==> src/rtl/hci_bank_stall_arbiter_if.sv <==
// Bundle of the two requester branches and the bank port around one
// hci_bank_stall_arbiter; the arbiter connects through the slave modport.
interface hci_bank_stall_arbiter_if #(
    parameter int unsigned AW = 32,
    parameter int unsigned DW = 32,
    parameter int unsigned BW = 8
) ();
    localparam int unsigned BEW = DW / BW;

    logic           a_req;
    logic [AW-1:0]  a_add;
    logic           a_wen;
    logic [DW-1:0]  a_data;
    logic [BEW-1:0] a_be;
    logic           a_gnt;
    logic           a_r_valid;
    logic [DW-1:0]  a_r_data;

    logic           b_req;
    logic [AW-1:0]  b_add;
    logic           b_wen;
    logic [DW-1:0]  b_data;
    logic [BEW-1:0] b_be;
    logic           b_gnt;
    logic           b_r_valid;
    logic [DW-1:0]  b_r_data;

    logic           mem_req;
    logic [AW-1:0]  mem_add;
    logic           mem_wen;
    logic [DW-1:0]  mem_data;
    logic [BEW-1:0] mem_be;
    logic           mem_gnt;
    logic [DW-1:0]  mem_r_data;

    modport slave (
        input  a_req, a_add, a_wen, a_data, a_be,
        output a_gnt, a_r_valid, a_r_data,
        input  b_req, b_add, b_wen, b_data, b_be,
        output b_gnt, b_r_valid, b_r_data,
        output mem_req, mem_add, mem_wen, mem_data, mem_be,
        input  mem_gnt, mem_r_data
    );

    modport master (
        output a_req, a_add, a_wen, a_data, a_be,
        input  a_gnt, a_r_valid, a_r_data,
        output b_req, b_add, b_wen, b_data, b_be,
        input  b_gnt, b_r_valid, b_r_data,
        input  mem_req, mem_add, mem_wen, mem_data, mem_be,
        output mem_gnt, mem_r_data
    );
endinterface

==> src/rtl/hci_bank_stall_arbiter.sv <==
// Two-branch TCDM bank arbiter: fixed priority with one-shot starvation forcing
// of the low-priority branch, and 1-cycle response steering to the granted branch.
module hci_bank_stall_arbiter #(
    parameter int unsigned AW = 32,
    parameter int unsigned DW = 32,
    parameter int unsigned BW = 8,
    parameter int unsigned SW = 8
) (
    input  logic                       clk_i,
    input  logic                       rst_ni,
    input  logic                       invert_prio_i,
    input  logic [SW-1:0]              low_prio_max_stall_i,
    output logic [SW-1:0]              stall_cnt_o,
    hci_bank_stall_arbiter_if.slave    bus
);
    localparam int unsigned BEW = DW / BW;

    typedef enum logic { BR_A = 1'b0, BR_B = 1'b1 } branch_e;

    typedef struct packed {
        logic    valid;
        branch_e branch;
    } r_sel_t;

    logic [SW-1:0]  stall_q, stall_d;
    logic           invert_q;
    r_sel_t         r_sel_q, r_sel_d;

    logic           hi_req, lo_req, force_lo;
    logic           win_lo, win_hi, win_any;
    branch_e        winner;
    logic           lo_granted, hi_granted;

    logic [AW-1:0]  sel_add;
    logic           sel_wen;
    logic [DW-1:0]  sel_data;
    logic [BEW-1:0] sel_be;

    always_comb begin
        hi_req   = invert_prio_i ? bus.b_req : bus.a_req;
        lo_req   = invert_prio_i ? bus.a_req : bus.b_req;
        force_lo = (low_prio_max_stall_i != '0) && (stall_q >= low_prio_max_stall_i);
        win_lo   = lo_req && (force_lo || !hi_req);
        win_hi   = !win_lo && hi_req;
        win_any  = win_lo || win_hi;
        // Branch B wins when it holds the winning role (hi if inverted, lo otherwise).
        winner   = ((invert_prio_i && win_hi) || (!invert_prio_i && win_lo)) ? BR_B : BR_A;
        lo_granted = win_lo && bus.mem_gnt;
        hi_granted = win_hi && bus.mem_gnt;
    end

    always_comb begin
        sel_add  = bus.a_add;
        sel_wen  = bus.a_wen;
        sel_data = bus.a_data;
        sel_be   = bus.a_be;
        if (winner == BR_B) begin
            sel_add  = bus.b_add;
            sel_wen  = bus.b_wen;
            sel_data = bus.b_data;
            sel_be   = bus.b_be;
        end
    end

    assign bus.mem_req  = bus.a_req | bus.b_req;
    assign bus.mem_add  = sel_add;
    assign bus.mem_wen  = sel_wen;
    assign bus.mem_data = sel_data;
    assign bus.mem_be   = sel_be;

    assign bus.a_gnt = win_any && (winner == BR_A) && bus.mem_gnt;
    assign bus.b_gnt = win_any && (winner == BR_B) && bus.mem_gnt;

    always_comb begin
        stall_d = stall_q;
        if (invert_prio_i != invert_q || lo_granted || !lo_req) begin
            stall_d = '0;
        end else if (hi_req && hi_granted) begin
            stall_d = (stall_q == '1) ? stall_q : stall_q + 1'b1;
        end
        r_sel_d.valid  = bus.mem_req && bus.mem_gnt;
        r_sel_d.branch = winner;
    end

    always_ff @(posedge clk_i) begin
        if (!rst_ni) begin
            stall_q  <= '0;
            invert_q <= 1'b0;
            r_sel_q  <= '{valid: 1'b0, branch: BR_A};
        end else begin
            stall_q  <= stall_d;
            invert_q <= invert_prio_i;
            r_sel_q  <= r_sel_d;
        end
    end

    assign stall_cnt_o   = stall_q;
    assign bus.a_r_valid = r_sel_q.valid && (r_sel_q.branch == BR_A);
    assign bus.b_r_valid = r_sel_q.valid && (r_sel_q.branch == BR_B);
    assign bus.a_r_data  = bus.mem_r_data;
    assign bus.b_r_data  = bus.mem_r_data;

endmodule
==> src/flat_wrapper.sv <==
// flat-port wrapper written by rule: the top's interface ports become plain ports
module hci_bank_stall_arbiter_flat 
#(
    parameter int unsigned AW = 32,
    parameter int unsigned DW = 32,
    parameter int unsigned BW = 8,
    parameter int unsigned SW = 8
)
  (clk_i, rst_ni, invert_prio_i, low_prio_max_stall_i, stall_cnt_o, bus_a_req, bus_a_add, bus_a_wen, bus_a_data, bus_a_be, bus_a_gnt, bus_a_r_valid, bus_a_r_data, bus_b_req, bus_b_add, bus_b_wen, bus_b_data, bus_b_be, bus_b_gnt, bus_b_r_valid, bus_b_r_data, bus_mem_req, bus_mem_add, bus_mem_wen, bus_mem_data, bus_mem_be, bus_mem_gnt, bus_mem_r_data);
  hci_bank_stall_arbiter_if #(.AW(AW), .DW(DW), .BW(BW)) bus_i ();
  input  logic clk_i;
  input  logic rst_ni;
  input  logic invert_prio_i;
  input  logic [SW-1:0] low_prio_max_stall_i;
  output logic [SW-1:0] stall_cnt_o;
  input wire logic [$bits(bus_i.a_req)-1:0] bus_a_req;
  input wire logic [$bits(bus_i.a_add)-1:0] bus_a_add;
  input wire logic [$bits(bus_i.a_wen)-1:0] bus_a_wen;
  input wire logic [$bits(bus_i.a_data)-1:0] bus_a_data;
  input wire logic [$bits(bus_i.a_be)-1:0] bus_a_be;
  output wire logic [$bits(bus_i.a_gnt)-1:0] bus_a_gnt;
  output wire logic [$bits(bus_i.a_r_valid)-1:0] bus_a_r_valid;
  output wire logic [$bits(bus_i.a_r_data)-1:0] bus_a_r_data;
  input wire logic [$bits(bus_i.b_req)-1:0] bus_b_req;
  input wire logic [$bits(bus_i.b_add)-1:0] bus_b_add;
  input wire logic [$bits(bus_i.b_wen)-1:0] bus_b_wen;
  input wire logic [$bits(bus_i.b_data)-1:0] bus_b_data;
  input wire logic [$bits(bus_i.b_be)-1:0] bus_b_be;
  output wire logic [$bits(bus_i.b_gnt)-1:0] bus_b_gnt;
  output wire logic [$bits(bus_i.b_r_valid)-1:0] bus_b_r_valid;
  output wire logic [$bits(bus_i.b_r_data)-1:0] bus_b_r_data;
  output wire logic [$bits(bus_i.mem_req)-1:0] bus_mem_req;
  output wire logic [$bits(bus_i.mem_add)-1:0] bus_mem_add;
  output wire logic [$bits(bus_i.mem_wen)-1:0] bus_mem_wen;
  output wire logic [$bits(bus_i.mem_data)-1:0] bus_mem_data;
  output wire logic [$bits(bus_i.mem_be)-1:0] bus_mem_be;
  input wire logic [$bits(bus_i.mem_gnt)-1:0] bus_mem_gnt;
  input wire logic [$bits(bus_i.mem_r_data)-1:0] bus_mem_r_data;
  assign bus_i.a_req = bus_a_req;
  assign bus_i.a_add = bus_a_add;
  assign bus_i.a_wen = bus_a_wen;
  assign bus_i.a_data = bus_a_data;
  assign bus_i.a_be = bus_a_be;
  assign bus_a_gnt = bus_i.a_gnt;
  assign bus_a_r_valid = bus_i.a_r_valid;
  assign bus_a_r_data = bus_i.a_r_data;
  assign bus_i.b_req = bus_b_req;
  assign bus_i.b_add = bus_b_add;
  assign bus_i.b_wen = bus_b_wen;
  assign bus_i.b_data = bus_b_data;
  assign bus_i.b_be = bus_b_be;
  assign bus_b_gnt = bus_i.b_gnt;
  assign bus_b_r_valid = bus_i.b_r_valid;
  assign bus_b_r_data = bus_i.b_r_data;
  assign bus_mem_req = bus_i.mem_req;
  assign bus_mem_add = bus_i.mem_add;
  assign bus_mem_wen = bus_i.mem_wen;
  assign bus_mem_data = bus_i.mem_data;
  assign bus_mem_be = bus_i.mem_be;
  assign bus_i.mem_gnt = bus_mem_gnt;
  assign bus_i.mem_r_data = bus_mem_r_data;
  hci_bank_stall_arbiter #(.AW(AW), .DW(DW), .BW(BW), .SW(SW)) u_core (.clk_i(clk_i), .rst_ni(rst_ni), .invert_prio_i(invert_prio_i), .low_prio_max_stall_i(low_prio_max_stall_i), .stall_cnt_o(stall_cnt_o), .bus(bus_i));
endmodule
==> config.mk <==
export PLATFORM = sky130hd
export DESIGN_NAME = hci_bank_stall_arbiter_flat
export DESIGN_NICKNAME = d
export VERILOG_FILES = /design/src/rtl/hci_bank_stall_arbiter_if.sv /design/src/rtl/hci_bank_stall_arbiter.sv /design/src/flat_wrapper.sv
export SDC_FILE = /design/constraint.sdc
export NUM_CORES = 1
export LEC_CHECK = 0
export ABC_AREA = 1
export CORE_AREA = 2 2 127 129
export DETAILED_ROUTE_END_ITERATION = 10
export DIE_AREA = 0 0 129 131
export HOLD_SLACK_MARGIN = 0.15
export PLACE_DENSITY = 0.62
export SLEW_MARGIN = 20
export SYNTH_ARGS = -nofsm -noshare
export SYNTH_HDL_FRONTEND = slang
export SYNTH_SLANG_ARGS = --single-unit
==> constraint.sdc <==
create_clock -name clk_i -period 2.09 [get_ports clk_i]
set_input_delay 0.418 -clock clk_i [delete_from_list [all_inputs] [get_ports clk_i]]
set_output_delay 0.418 -clock clk_i [all_outputs]
set_load 0.005 [all_outputs]
== After elaboration in Yosys (flattened, before gate mapping) ==
Index checks and enable logic that the tools add are counted.

* Bits in registers: 11
* Logic and storage cells: 47
* Input bits: 184
* Output and inout port bits: 146

* Eq/ne operators: 2
* Bitwise operators: 5
* Reductions and logical operators: 27
* $add $sub $neg: 1
* Multiplexer cells: 7
* Magnitude comparators: 1

{| class="wikitable"
|+ Operators by type and width
! kind !! number
|-
| 32-bit 2-to-1 mux || 2
|-
| 1-bit logical AND || 15
|-
| 8-bit by 1-bit adder with 8-bit output, second input constant || 1
|-
| 8-bit == test, second input constant || 1
|-
| 8-bit greater-or-equal comparator || 1
|-
| 8-bit nonzero test || 1
|-
| 1-bit logical OR || 5
|-
| 1-bit zero test || 4
|-
| 1-bit 2-to-1 mux || 4
|-
| 4-bit 2-to-1 mux || 1
|-
| 1-bit inverter || 4
|-
| 2-bit AND reduction || 1
|-
| 2-bit OR reduction || 1
|-
| 1-bit inequality test || 1
|-
| 1-bit bitwise OR || 1
|}

== Depth between registers and ports, before layout ==
Gate-level depths: netlist of run 1.

* Word-level depth: 12
* Mapped depth: 18
* Depth with buffers taken out: 16

== Worst setup path after synthesis of run 1 ==
Ideal clock, no wire load.

* Path kind: input to output
* From: input port low_prio_max_stall_i[7]
* To: output port bus_mem_add[22]
* Stages on the path: 14
* Setup slack: -0.122 ns
* Buffers on the path: 2
* Data required time: 1.672 ns
* Data arrival time: 1.794 ns
* Cell sequence: inv_1 ha_1 a21o_1 nor2_1 nand3_1 nand2_1 nand2_2 nand2_2 buf_6 nand2_2 nand2_4 buf_6 nand2_1 nand2_1

* Cells in the longest elaborated chain, start to end: 10
* Elaborated cells between the ends (all ways): 12
* Classes of those cells: order compare (1); mux (2); reduce/logical (9)

{| class="wikitable"
|+ RTL lines
! what !! RTL line !! RTL
|-
| start, declared || flat_wrapper.sv:14 || <nowiki>input logic [SW-1:0] low_prio_max_stall_i;</nowiki>
|-
| 8-bit greater-or-equal comparator / 8-bit nonzero test (equally long branches) || hci_bank_stall_arbiter.sv:42 || <nowiki>force_lo = (low_prio_max_stall_i != '0) && (stall_q >= low_prio_max_stall_i);</nowiki>
|-
| 1-bit logical AND * || hci_bank_stall_arbiter.sv:42 ||
|-
| 1-bit logical OR * || hci_bank_stall_arbiter.sv:43 || <nowiki>win_lo = lo_req && (force_lo || !hi_req);</nowiki>
|-
| 1-bit logical AND * || hci_bank_stall_arbiter.sv:43 ||
|-
| 1-bit zero test || hci_bank_stall_arbiter.sv:44 || <nowiki>win_hi = !win_lo && hi_req;</nowiki>
|-
| 1-bit logical AND || hci_bank_stall_arbiter.sv:44 ||
|-
| 1-bit logical AND || hci_bank_stall_arbiter.sv:47 || <nowiki>winner = ((invert_prio_i && win_hi) || (!invert_prio_i && win_lo)) ? BR_B : BR_A;</nowiki>
|-
| 1-bit logical OR * || hci_bank_stall_arbiter.sv:47 ||
|-
| 1-bit 2-to-1 mux * || hci_bank_stall_arbiter.sv:47 ||
|-
| 32-bit 2-to-1 mux * || hci_bank_stall_arbiter.sv:57 || <nowiki>if (winner == BR_B) begin</nowiki>
|-
| end, declared || flat_wrapper.sv:33 || <nowiki>output wire logic [$bits(bus_i.mem_add)-1:0] bus_mem_add;</nowiki>
|}

Mark *: on every way between the ends. The rest lies on a longest branch, timed or not.

== Worst setup path after layout of run 1 ==
* From: register u_core.stall_q[5], in the netlist u_core.stall_cnt_o[5]
* To: output port bus_mem_data[22]

* Cells in the longest elaborated chain, start to end: 10
* Elaborated cells between the ends (all ways): 11
* Classes of those cells: order compare (1); mux (2); reduce/logical (8)

{| class="wikitable"
|+ RTL lines
! what !! RTL line !! RTL
|-
| start, declared || hci_bank_stall_arbiter.sv:25 || <nowiki>logic [SW-1:0] stall_q, stall_d;</nowiki>
|-
| start signal, assigned || hci_bank_stall_arbiter.sv:91 || <nowiki>stall_q <= stall_d;</nowiki>
|-
| 8-bit greater-or-equal comparator * || hci_bank_stall_arbiter.sv:42 ||
|-
| 1-bit logical AND * || hci_bank_stall_arbiter.sv:42 ||
|-
| 1-bit logical OR * || hci_bank_stall_arbiter.sv:43 ||
|-
| 1-bit logical AND * || hci_bank_stall_arbiter.sv:43 ||
|-
| 1-bit zero test || hci_bank_stall_arbiter.sv:44 ||
|-
| 1-bit logical AND || hci_bank_stall_arbiter.sv:44 ||
|-
| 1-bit logical AND || hci_bank_stall_arbiter.sv:47 ||
|-
| 1-bit logical OR * || hci_bank_stall_arbiter.sv:47 ||
|-
| 1-bit 2-to-1 mux * || hci_bank_stall_arbiter.sv:47 ||
|-
| 32-bit 2-to-1 mux * || hci_bank_stall_arbiter.sv:57 ||
|-
| end, declared || flat_wrapper.sv:35 || <nowiki>output wire logic [$bits(bus_i.mem_data)-1:0] bus_mem_data;</nowiki>
|}

Marked as above.

==> summary.md, run 1 <==
| Metric | Value |
|---|---|
| Fraction of registers with async set/reset | `0` |
| Slowest Stage Delay on Critical Path | `0.35 ns` |
| Total die area | `~17000 sq um` |
| Fin. Hold Viols | `0` |
| Synth Register Bits | `11` |
| Hold Worst Slack | `0.553 ns` |
| Post-Syn Area | `2230 sq um` |
| Net count after synthesis | `roughly 600` |
| Placer congestion estimate | `0.826` |
| Endpoints failing setup | `71` |
| Critical path arrival | `2.34 ns` |
| Placed Instances | `814` |
| Mux contribution to synthesized area | `0` |
| Combinational Power Share | `0.714` |
| Flop pwr share | `0.109` |
| Critical Path End Type | `output port` |
| FILL cells | `1630` |
| Vias in the first global route | `3213` |
| Static leakage | `2.72 nW` |
| Routed WL per cell | `roughly 14 microns` |
| Most frequent cell after synthesis | `nand2_1` |
| Finished Cell Area | `roughly 5700 sq um` |
| Area grow syn2layout | `153%` |
| Synth Area in Adders | `0.0504` |
| Die Y | `131 microns` |
| Worst setup SP type | `flop` |
| Pwr Density | `349 nW/um^2` |
| Slew HR | `0.762` |
| Post-Syn Instances | `414` |
| Library cells used by synthesis | `23` |
| Root Driver | `clkbuf_16` |
| Clk_skew | `0.000987 ns` |
| Worst setup endpoint | `bus_mem_data[22]` |
| Measured slew at the worst slew-check pin | `0.354 ns` |
| Hold Crit Class | `flop to flop` |
| RSZ-0062 raised after global routing | `yes` |
| Register Area | `230 sq um` |
| Register area share after synthesis | `0.0986` |
| Final ANT Viol Nets | `0` |
| Main synth FF type | `dfxtp_1` |
| Post-synthesis simple-gate area fraction | `0.482` |
| Core outline area | `around 16000 sq um` |
| Reg2reg setup slack | `0.16 ns` |
| Clock network fraction of design power | `0.177` |
| Crit path required time | `1.67 ns` |
| Clk sink count | `11` |
| Net Sw Frac | `0.338` |
| Yosys top cell by area | `nand2_1` |
| Final WS setup | `-0.666 ns` |
| Largest family of logic cells by synthesized area | `simple AND/OR/NAND/NOR gates` |
| CP Cell Sequence | `ha_4 -> a21oi_2 -> nor2_1 -> nor2_1 -> nand3_2 -> nand2_2 -> nand2_4 -> buf_6 -> nand3_4 -> nand2_8 -> buf_6 -> buf_12 -> buf_12 -> buf_16 -> nand2_2 -> nand2_1 -> buf_2` |
| XOR/XNOR Fraction of Synth Area | `0.0235` |
| Status | `finished, violations left` |
| Worst-case vdd ir drop | `roughly 0.00022 V` |
| Syn Area/Cell | `5.39 sq um` |
| Hold Crit Start | `u_core.stall_cnt_o[0]$_SDFFE_PP0P_` |
| # nets final | `between 800 and 900` |
| Crit-path max FO | `7` |
| Pre-antenna DRT Iters | `4` |
| Die Width | `129 microns` |
| Initial Util | `0.143` |
| Routed vias | `~3.4k` |
| CP max-delay cell | `dfxtp_4` |
| Io pins | `330` |
| H-tree levels | `1` |
| Max Cap Viol | `0` |
| Standard-cell rows | `46` |
| Finished Layout Cells | `871` |
| Worst r2r path cells | `13` |
| Worst r2r src | `u_core.stall_cnt_o[7]$_SDFFE_PP0P_` |
| Internal cell power | `0.00131 W` |
| Clock-pin slew on the worst setup and hold paths | `around 0.04 ns` |
| Failing checks | `negative setup slack` |
| Diode count | `0` |
| Period utilisation layout | `1.32` |
| Most frequent cells after synthesis | `nand2_1 (238), buf_4 (64), inv_1 (20)` |
| Detailed Route Iter0 Violations | `114` |
| Num CTS Buffers | `3` |
| GRT Resource Usage Total | `0.131` |
| Post-DP HPWL | `8.29 mm` |
| Clock Tree Buf Depth | `2` |
| Via density per instance | `approximately 3.9` |
| Synth area leaders | `nand2_1 (40%), buf_4 (22%), dfxtp_1 (9.9%)` |
| Multi-input logic area | `just under 2000 sq um` |
| Worst R2R End | `u_core.stall_cnt_o[3]$_SDFFE_PP0P_` |
| Net switching power | `0.000668 W` |
| Layout cells sized above 1 | `0.475` |
| Remaining global-route overflow | `0` |
| Pin count of the biggest net entering global routing | `15` |
| Synth Area in Compound Gates | `0.0375` |
| Buffers on Ports | `233` |
| Final Power | `0.00198 W` |
| Slew Viols, Final | `0` |
| Final Core Density | `0.363` |
| Latest clock arrival within the worst-skew pair | `0.24 ns` |
| Synth warn | `0` |
| # DRC | `0` |
| Initial antenna violation count | `0` |
| Dpl cell area | `4600 sq um` |
| Worst Setup SP | `u_core.stall_cnt_o[5]$_SDFFE_PP0P_` |
| Share of the synthesized area in the top cell type | `0.400` |
| Routed Wire Length | `12.6 mm` |
| Post-synth EDFFs | `0` |
| TritonCTS clock tree | `done` |
| Fmax | `363 MHz` |
| Critical Setup Path Class | `flop to output port` |
| Final Critical Period | `2.76 ns` |
| First-pass GRT wire length | `16.9 mm` |
[cell families (layout without fill, tap and decap cells)]
kind of cell / Yosys count / count (layout)
and+or+nand+nor: 272 / 274
buffers and inverters: 101 / 340
AOI/OAI and AO/OA: 15 / 15
DFF: 11 / 11
adders and majority gates: 9 / 9
xor gates and xnor gates: 6 / 6
[per-stage QoR]
step,worst slack (ns),setup TNS [ns]
after floorplan,-0.0416,-2.23
after global placement,-1.38,-98.04
after detailed placement,-1.41,-100.45
after CTS,-0.707,-45.07
after global routing,-0.777,-48.65
final,-0.666,-40.43
[area by class of cell]
cell class | instances | share of cell area
clock buffers | 4 | 0.0139
multi-input cells | 304 | 0.341
well taps | 216 | 0.0477
repair buffers | 314 | 0.540
inverters | 22 | 0.0168
flip-flops and latches | 11 | 0.0407
[worst max-delay path, delay by kind of cell (launching register included)]
family	cells	cell delay [ns]
compound gates	1	0.12
fa+ha+maj	1	0.22
buf+inv	6	0.76
flops	1	0.35
simple gates	9	0.65
[flip-flops by register name, indices dropped and copies added (netlist names)]
signal / count
u_core.invert_q: 1
u_core.r_sel_q: 2
u_core.stall_cnt_o: 8
[power by group through the flow]
stage               Clock, W  Combinational [W]  Sequential [W]
floorplan                  0           0.000422        0.000220
global placement           0            0.00103        0.000220
detailed placement         0            0.00103        0.000220
CTS                 0.000360            0.00136        0.000215
global route        0.000376            0.00152        0.000215
finish              0.000350            0.00141        0.000215
[metal layers]
layer / part of all wire / global-route usage
met3: 0.079 / 0.0297
met1: 0.36 / 0.140
met5: 0 / 0
met2: 0.55 / 0.255
met4: 0.020 / 0.0384
[layout by cell type (no fill, tap or decap), types with 2 or more instances in the layout]
cell type / synthesis / layout
buf_6: 8 / 35
dfxtp_1: 11 / 5
nor2_2: 2 / 2
nand3_1: 14 / 11
dlygate4sd2_1: 0 / 2
xor2_1: 4 / 4
buf_4: 64 / 32
nand2_2: 3 / 87
ha_4: 0 / 7
buf_16: 0 / 7
clkbuf_16: 0 / 4
a21oi_2: 1 / 2
inv_2: 2 / 7
nand4_1: 3 / 3
nor2_1: 7 / 6
nand2_8: 0 / 5
xnor2_1: 2 / 2
clkdlybuf4s50_1: 0 / 152
nand3_4: 0 / 2
nor4_1: 3 / 3
a21oi_1: 10 / 9
inv_1: 20 / 13
buf_2: 7 / 67
dfxtp_2: 0 / 5
nand2_4: 1 / 24
o21ai_0: 2 / 2
buf_12: 0 / 15
nand2_1: 238 / 128
[worst min path at each step]
stage | endpoint | slack, ns | cells after the start
floorplan | u_core.invert_q$_SDFF_PN0_ | 0.51 | 2
global placement | u_core.stall_cnt_o[0]$_SDFFE_PP0P_ | 0.56 | 3
detailed placement | u_core.stall_cnt_o[0]$_SDFFE_PP0P_ | 0.55 | 3
CTS | u_core.stall_cnt_o[0]$_SDFFE_PP0P_ | 0.56 | 3
global route | u_core.stall_cnt_o[0]$_SDFFE_PP0P_ | 0.59 | 3
finish | u_core.stall_cnt_o[0]$_SDFFE_PP0P_ | 0.55 | 3
[what timing repair did]
action	CTS	global route
gates resized for setup	466	67
cloned	12	1
pin swaps	48	15
setup endpoints to repair	81	79
hold buffers	0	0
buffers inserted	42	7
hold endpoints to repair	0	0
No activity file was read; power rests on OpenSTA's default activity.
==> run 2, diff against run 1 <==
--- a/config.mk
+++ b/config.mk
@@ -11,7 +11,6 @@
 export DIE_AREA = 0 0 129 131
 export HOLD_SLACK_MARGIN = 0.15
 export PLACE_DENSITY = 0.62
-export SLEW_MARGIN = 20
 export SYNTH_ARGS = -nofsm -noshare
 export SYNTH_HDL_FRONTEND = slang
 export SYNTH_SLANG_ARGS = --single-unit
==> results of run 2 <==
The final DEF is identical to that of run 1; final timing and power are the same.
==> edit 1 (settings of run 1) <==
Put one more register stage on the output `stall_cnt_o`, without a reset. The value now appears one clock later. The other outputs are not delayed to match.
--- a/src/rtl/hci_bank_stall_arbiter.sv
+++ b/src/rtl/hci_bank_stall_arbiter.sv
@@ -94,7 +94,9 @@
         end
     end
 
-    assign stall_cnt_o   = stall_q;
+    always_ff @(posedge clk_i) begin
+        stall_cnt_o <= stall_q;
+    end
     assign bus.a_r_valid = r_sel_q.valid && (r_sel_q.branch == BR_A);
     assign bus.b_r_valid = r_sel_q.valid && (r_sel_q.branch == BR_B);
     assign bus.a_r_data  = bus.mem_r_data;
Formal check against the unedited RTL: not equivalent (Yosys sat finds a counterexample within 4 cycles, from zero or initial values and one cycle with rst_ni low).
==> edit 1 against run 1 <==
  * Cell area is 5.7% higher
  * Worst setup slack improved by 0.070 ns
  * Register-to-register slack worse by 0.09 ns
  * Area after synthesis is 6.7% higher
  * Critical path type unchanged
  * Via count is 2.1% higher
  * Total power grew 14%
  * Combinational power grew 4%
  * Largest power group unchanged
  * Global-route usage is 1.1 points higher
  * The run still ends with negative setup slack left
  * Sequential cell count grew 8
  * Wire length grew 7.9%
==> edit 1: results (changes against run 1) <==
Total Wirelength: 13.58 mm (was 12.58 mm)
M1 GR Usage: 16.12% (was 14.02%)
Post-Synth XOR/XNOR Area: 2.572% (was 2.353%)
Synth Area in Adders: 4.724% (was 5.042%)
Static leakage: 2.886 nW (was 2.720 nW)
Critical path's largest stage delay: 0.33 ns (was 0.35 ns)
M2 GR Usage: 25.37% (was 25.49%)
Global-route wire length before repair: 18.21 mm (was 16.89 mm)
Multiplexer share of the synthesized area: 0% (unchanged)
Via count: 3,441 (was 3,370)
Dpl cells: 821 (was 814)
Post-Syn Area: 2384 um2 (was 2233 um2)
Final-layout clock-cell area share: 1.381% (was 1.393%)
Comb_multi_in: 303 (was 304)
Setup TNS: -36.96 ns (was -40.43 ns)
Share of cells above drive strength 1: 50.99% (was 47.48%)
Clock buf count: 3 (was 4)
Vias per cell: 3.942 (was 3.869)
WL met2: 6.941 mm (was 6.879 mm)
Combinational share of power: 65.7% (was 71.4%)
Met1 Wirelength: 4.964 mm (was 4.468 mm)
Buffer share of cell area: 52.11% (was 54.02%)
Vias in the first global route: 3,271 (was 3,213)
Non-clk bufs: 311 (was 314)
Clk pin slew, worst setup/hold paths: 0.06 ns (was 0.04 ns)
Clock skew: 0.001510 ns (was 0.0009872 ns)
Placed cell areas: 4765 um2 (was 4604 um2)
Post-Place Setup Slack: -1.323 ns (was -1.414 ns)
Seq/Total Area, Yosys: 15.96% (was 9.860%)
Final worst slack: -0.5956 ns (was -0.6661 ns)
CP top delay family: simple AND/OR/NAND/NOR gates (was buffers and inverters)
Worst-path maximum fanout: 5 (was 7)
Main synth FF type: dfxtp_1 (unchanged)
Complex-gate fraction of the synthesized area: 3.202% (was 3.754%)
Top cells by count, synth: nand2_1 (239), buf_4 (64), dfxtp_1 (19) (was nand2_1 (238), buf_4 (64), inv_1 (20))
DRT iter0 DRCs: 104 (was 114)
Status: finished with violations (unchanged)
Final setup viols: 71 (unchanged)
Syn Nets: 614 (was 607)
All-Layer GR Usage: 14.17% (was 13.08%)
Met3 Track Usage GR: 4.886% (was 2.972%)
Routability cong.: 0.7993 (was 0.8262)
Final #Nets: 851 (was 849)
Dpl hpwl: 9.272 mm (was 8.292 mm)
Multi-input gate area: 2028 um2 (was 1928 um2)
Sequential Power: 0.000367 W (was 0.000215 W)
Sequential share of cell area: 6.569% (was 4.067%)
Synth Register Bits: 19 (was 11)
Crit path max-delay cell type: dfxtp_2 (was dfxtp_4)
Signal inverters: 20 (was 22)
Sw Ratio: 33.19% (was 33.81%)
Mapped Cells: 421 (was 414)
CP Data Arrival Time: 2.27 ns (was 2.34 ns)
Maximum VDD drop: 0.0002592 V (was 0.0002154 V)
Violated checks: negative setup slack (unchanged)
WL met3: 1.446 mm (was 988 um)
Fillers: 1,581 (was 1,630)
Top post-synthesis cells by area: nand2_1 (38%), buf_4 (20%), dfxtp_1 (16%) (was nand2_1 (40%), buf_4 (22%), dfxtp_1 (9.9%))
==> edit 1: stage by stage <==
| stage | total power [W] | hold WS [ns] |
|---|---|---|
| global placement | 0.001409 | 0.4674 |
| detailed placement | 0.001409 | 0.4704 |
| floorplan | 0.0007961 | 0.3798 |
| CTS | 0.002170 | 0.4852 |
| global route | 0.002375 | 0.5028 |
| finish | 0.002245 | 0.4821 |
==> edit 1: worst paths after layout <==
path                      from               endpoint  slack, ns  cells after the start
max          u_core.stall_q[7]        bus_mem_data[3]      -0.60                     16
min          u_core.stall_q[0]  u_core.stall_cnt_o[0]       0.48                      1
max reg2reg  u_core.stall_q[7]      u_core.r_sel_q[0]       0.07                     15
min reg2reg  u_core.stall_q[0]  u_core.stall_cnt_o[0]       0.48                      1
==> edit 1: repair_timing <==
action	4_1_cts	5_1_grt
pin swaps	54	31
endpoints found under the hold margin	0	0
buffers inserted	40	3
gates cloned	13	1
setup endpoints to repair	81	80
gates resized for setup	486	93
==> edit 2 (settings of run 1) <==
Without the edit above. `SW` is set to 8 in 2 places; all go to 7.
--- a/src/rtl/hci_bank_stall_arbiter.sv
+++ b/src/rtl/hci_bank_stall_arbiter.sv
@@ -4,7 +4,7 @@
     parameter int unsigned AW = 32,
     parameter int unsigned DW = 32,
     parameter int unsigned BW = 8,
-    parameter int unsigned SW = 8
+    parameter int unsigned SW = 7
 ) (
     input  logic                       clk_i,
     input  logic                       rst_ni,
--- a/src/flat_wrapper.sv
+++ b/src/flat_wrapper.sv
@@ -4,7 +4,7 @@
     parameter int unsigned AW = 32,
     parameter int unsigned DW = 32,
     parameter int unsigned BW = 8,
-    parameter int unsigned SW = 8
+    parameter int unsigned SW = 7
 )
   (clk_i, rst_ni, invert_prio_i, low_prio_max_stall_i, stall_cnt_o, bus_a_req, bus_a_add, bus_a_wen, bus_a_data, bus_a_be, bus_a_gnt, bus_a_r_valid, bus_a_r_data, bus_b_req, bus_b_add, bus_b_wen, bus_b_data, bus_b_be, bus_b_gnt, bus_b_r_valid, bus_b_r_data, bus_mem_req, bus_mem_add, bus_mem_wen, bus_mem_data, bus_mem_be, bus_mem_gnt, bus_mem_r_data);
   hci_bank_stall_arbiter_if #(.AW(AW), .DW(DW), .BW(BW)) bus_i ();
Ports: changed (resized low_prio_max_stall_i and stall_cnt_o); port bits go from 330 to 328. No check against the original RTL was run, so the function may have changed too.
==> edit 2 against run 1 <==
  * The flow still finishes with violations (negative setup slack)
  * Utilization is 0.51 points lower
  * Worst setup slack better by 0.043 ns
  * Wire length is 1.3% lower
  * Global-route usage is 0.35 points lower
  * Total power is 2.3% higher
  * Die area stayed put
  * Critical path depth is 3 higher
  * Count of clock-buffer cells in the layout stayed put
  * Cell area is 1.4% lower
  * Area after synthesis is 0.28% higher
  * Sequential cell count is 1 lower
  * First-iteration DRC count is 25% lower
  * Largest cell class unchanged
  * Highest routed layer unchanged
==> edit 2: results (changes against run 1) <==
N_diodes: 0 (unchanged)
Seq/Total Area, Yosys: 8.939% (was 9.860%)
Final setup viols: 71 (unchanged)
Status: finished with violations (unchanged)
TritonCTS Buffers: 3 (unchanged)
H-tree depth: 1 (unchanged)
Main synth FF type: dfxtp_1 (unchanged)
WL met3: 1.074 mm (was 988 um)
Combinational share of power: 70.7% (was 71.4%)
IO buf count: 231 (was 233)
Synth cell types: 22 (was 23)
Critical path's largest stage delay: 0.32 ns (was 0.35 ns)
Clk pin slew, worst setup/hold paths: 0.04 ns (about the same)
DRT iter0 DRCs: 85 (was 114)
Wire per inst: 14.63 um (was 14.45 um)
M1 GR Usage: 15.29% (was 14.02%)
Slew @ Worst Pin: 0.2591 ns (was 0.3540 ns)
Synth warn: 0 (unchanged)
Met1 Wirelength: 4.708 mm (was 4.468 mm)
WL met2: 6.393 mm (was 6.879 mm)
Crit. Startpoint: u_core.stall_cnt_o[0] (was u_core.stall_cnt_o[5])
Syn Nets: 595 (was 607)
Top cells by count, synth: nand2_1 (228), buf_4 (64), inv_1 (20) (was nand2_1 (238), buf_4 (64), inv_1 (20))
Final worst slack: -0.6230 ns (was -0.6661 ns)
Final #Nets: 825 (was 849)
Dpl hpwl: 8.055 mm (was 8.292 mm)
Global-route wire length before repair: 16.27 mm (was 16.89 mm)
Total Wirelength: 12.42 mm (was 12.58 mm)
Violated checks: negative setup slack (unchanged)
Met3 Track Usage GR: 2.850% (was 2.972%)
CTS resizes: 463 (was 466)
Post-synth ARST share: 0% (unchanged)
Share of cells above drive strength 1: 48.97% (was 47.48%)
R2R Path Start: u_core.stall_cnt_o[0] (was u_core.stall_cnt_o[7])
Setup bufs post-CTS: 29 (was 42)
Worst-path maximum fanout: 5 (was 7)
Largest net degree at the start of global routing: 13 (was 15)
Hold WC Path Type: reg -> reg (unchanged)
Number of antenna violations at the first check in global routing: 0 (unchanged)
CP Data Arrival Time: 2.29 ns (was 2.34 ns)
Hold path start: u_core.stall_cnt_o[0] (unchanged)
Maximum VDD drop: 0.0002812 V (was 0.0002154 V)
Max reg flops: 7 (was 8)
CP top delay family: simple AND/OR/NAND/NOR gates (was buffers and inverters)
Internal power: 0.001326 W (was 0.001307 W)
Routability cong.: 0.7630 (was 0.8262)
Top post-synthesis cells by area: nand2_1 (38%), buf_4 (21%), dfxtp_1 (8.9%) (was nand2_1 (40%), buf_4 (22%), dfxtp_1 (9.9%))
All-Layer GR Usage: 12.73% (was 13.08%)
Clock skew: 0.002537 ns (was 0.0009872 ns)
Vias in the first global route: 2,986 (was 3,213)
Crit path max-delay cell type: dfxtp_2 (was dfxtp_4)
Via count: 3,196 (was 3,370)
Setup TNS: -36.16 ns (was -40.43 ns)
Worst skew pair latency: 0.24 ns (about the same)
M2 GR Usage: 22.72% (was 25.49%)
Dpl cells: 803 (was 814)
Static leakage: 2.724 nW (was 2.720 nW)
Fillers: 1,622 (was 1,630)
Syn Area/Cell: 5.544 um2 (was 5.395 um2)
[edit 2: worst paths after layout]
path | endpoint | slack (ns) | depth (start not counted)
worst max-delay path | bus_mem_data[14] | -0.62 | 20
worst max register to register | u_core.stall_cnt_o[0] | 0.19 | 17
worst min register to register | u_core.stall_cnt_o[0] | 0.62 | 3
worst min-delay path | u_core.stall_cnt_o[0] | 0.62 | 3
[edit 2: final cells by class]
type / instances / area, um2 / share of cell area [%]
repair buffers: 303 / 3015 / 54.04
clock buffers: 4 / 88.84 / 1.592
multi-input cells: 293 / 1912 / 34.26
well taps: 216 / 270.3 / 4.843
inverters: 23 / 86.33 / 1.547
flip-flops and latches: 10 / 207.7 / 3.722
[edit 2: per-stage QoR]
stage	area (um2)	utilization, %	power, W	worst slack (ns)
2_1_floorplan	2282	-	0.0006463	0.001566
3_3_place_gp	4498	28.84	0.001238	-1.198
3_5_place_dp	4498	28.84	0.001237	-1.178
4_1_cts	5278	33.84	0.001921	-0.6093
5_1_grt	5580	35.78	0.002147	-0.7437
6_report	5580	35.78	0.002021	-0.6230
[edit 2: cells by family after synthesis]
logic type / synth area share [%]
and+or+nand+nor: 48.72
adders and majority gates: 4.469
buffers and inverters: 32.51
xor gates and xnor gates: 1.565
DFF: 8.938
AOI/OAI and AO/OA: 3.799
[edit 2: power by group through the flow]
| stage | Sequential [W] | Combinational (W) | Clock, W |
|---|---|---|---|
| after floorplan | 0.000201 | 0.000446 | 0 |
| after global placement | 0.000201 | 0.00104 | 0 |
| after detailed placement | 0.000201 | 0.00104 | 0 |
| after CTS | 0.000197 | 0.00133 | 0.000397 |
| after global routing | 0.000197 | 0.00154 | 0.000412 |
| final | 0.000197 | 0.00143 | 0.000394 |
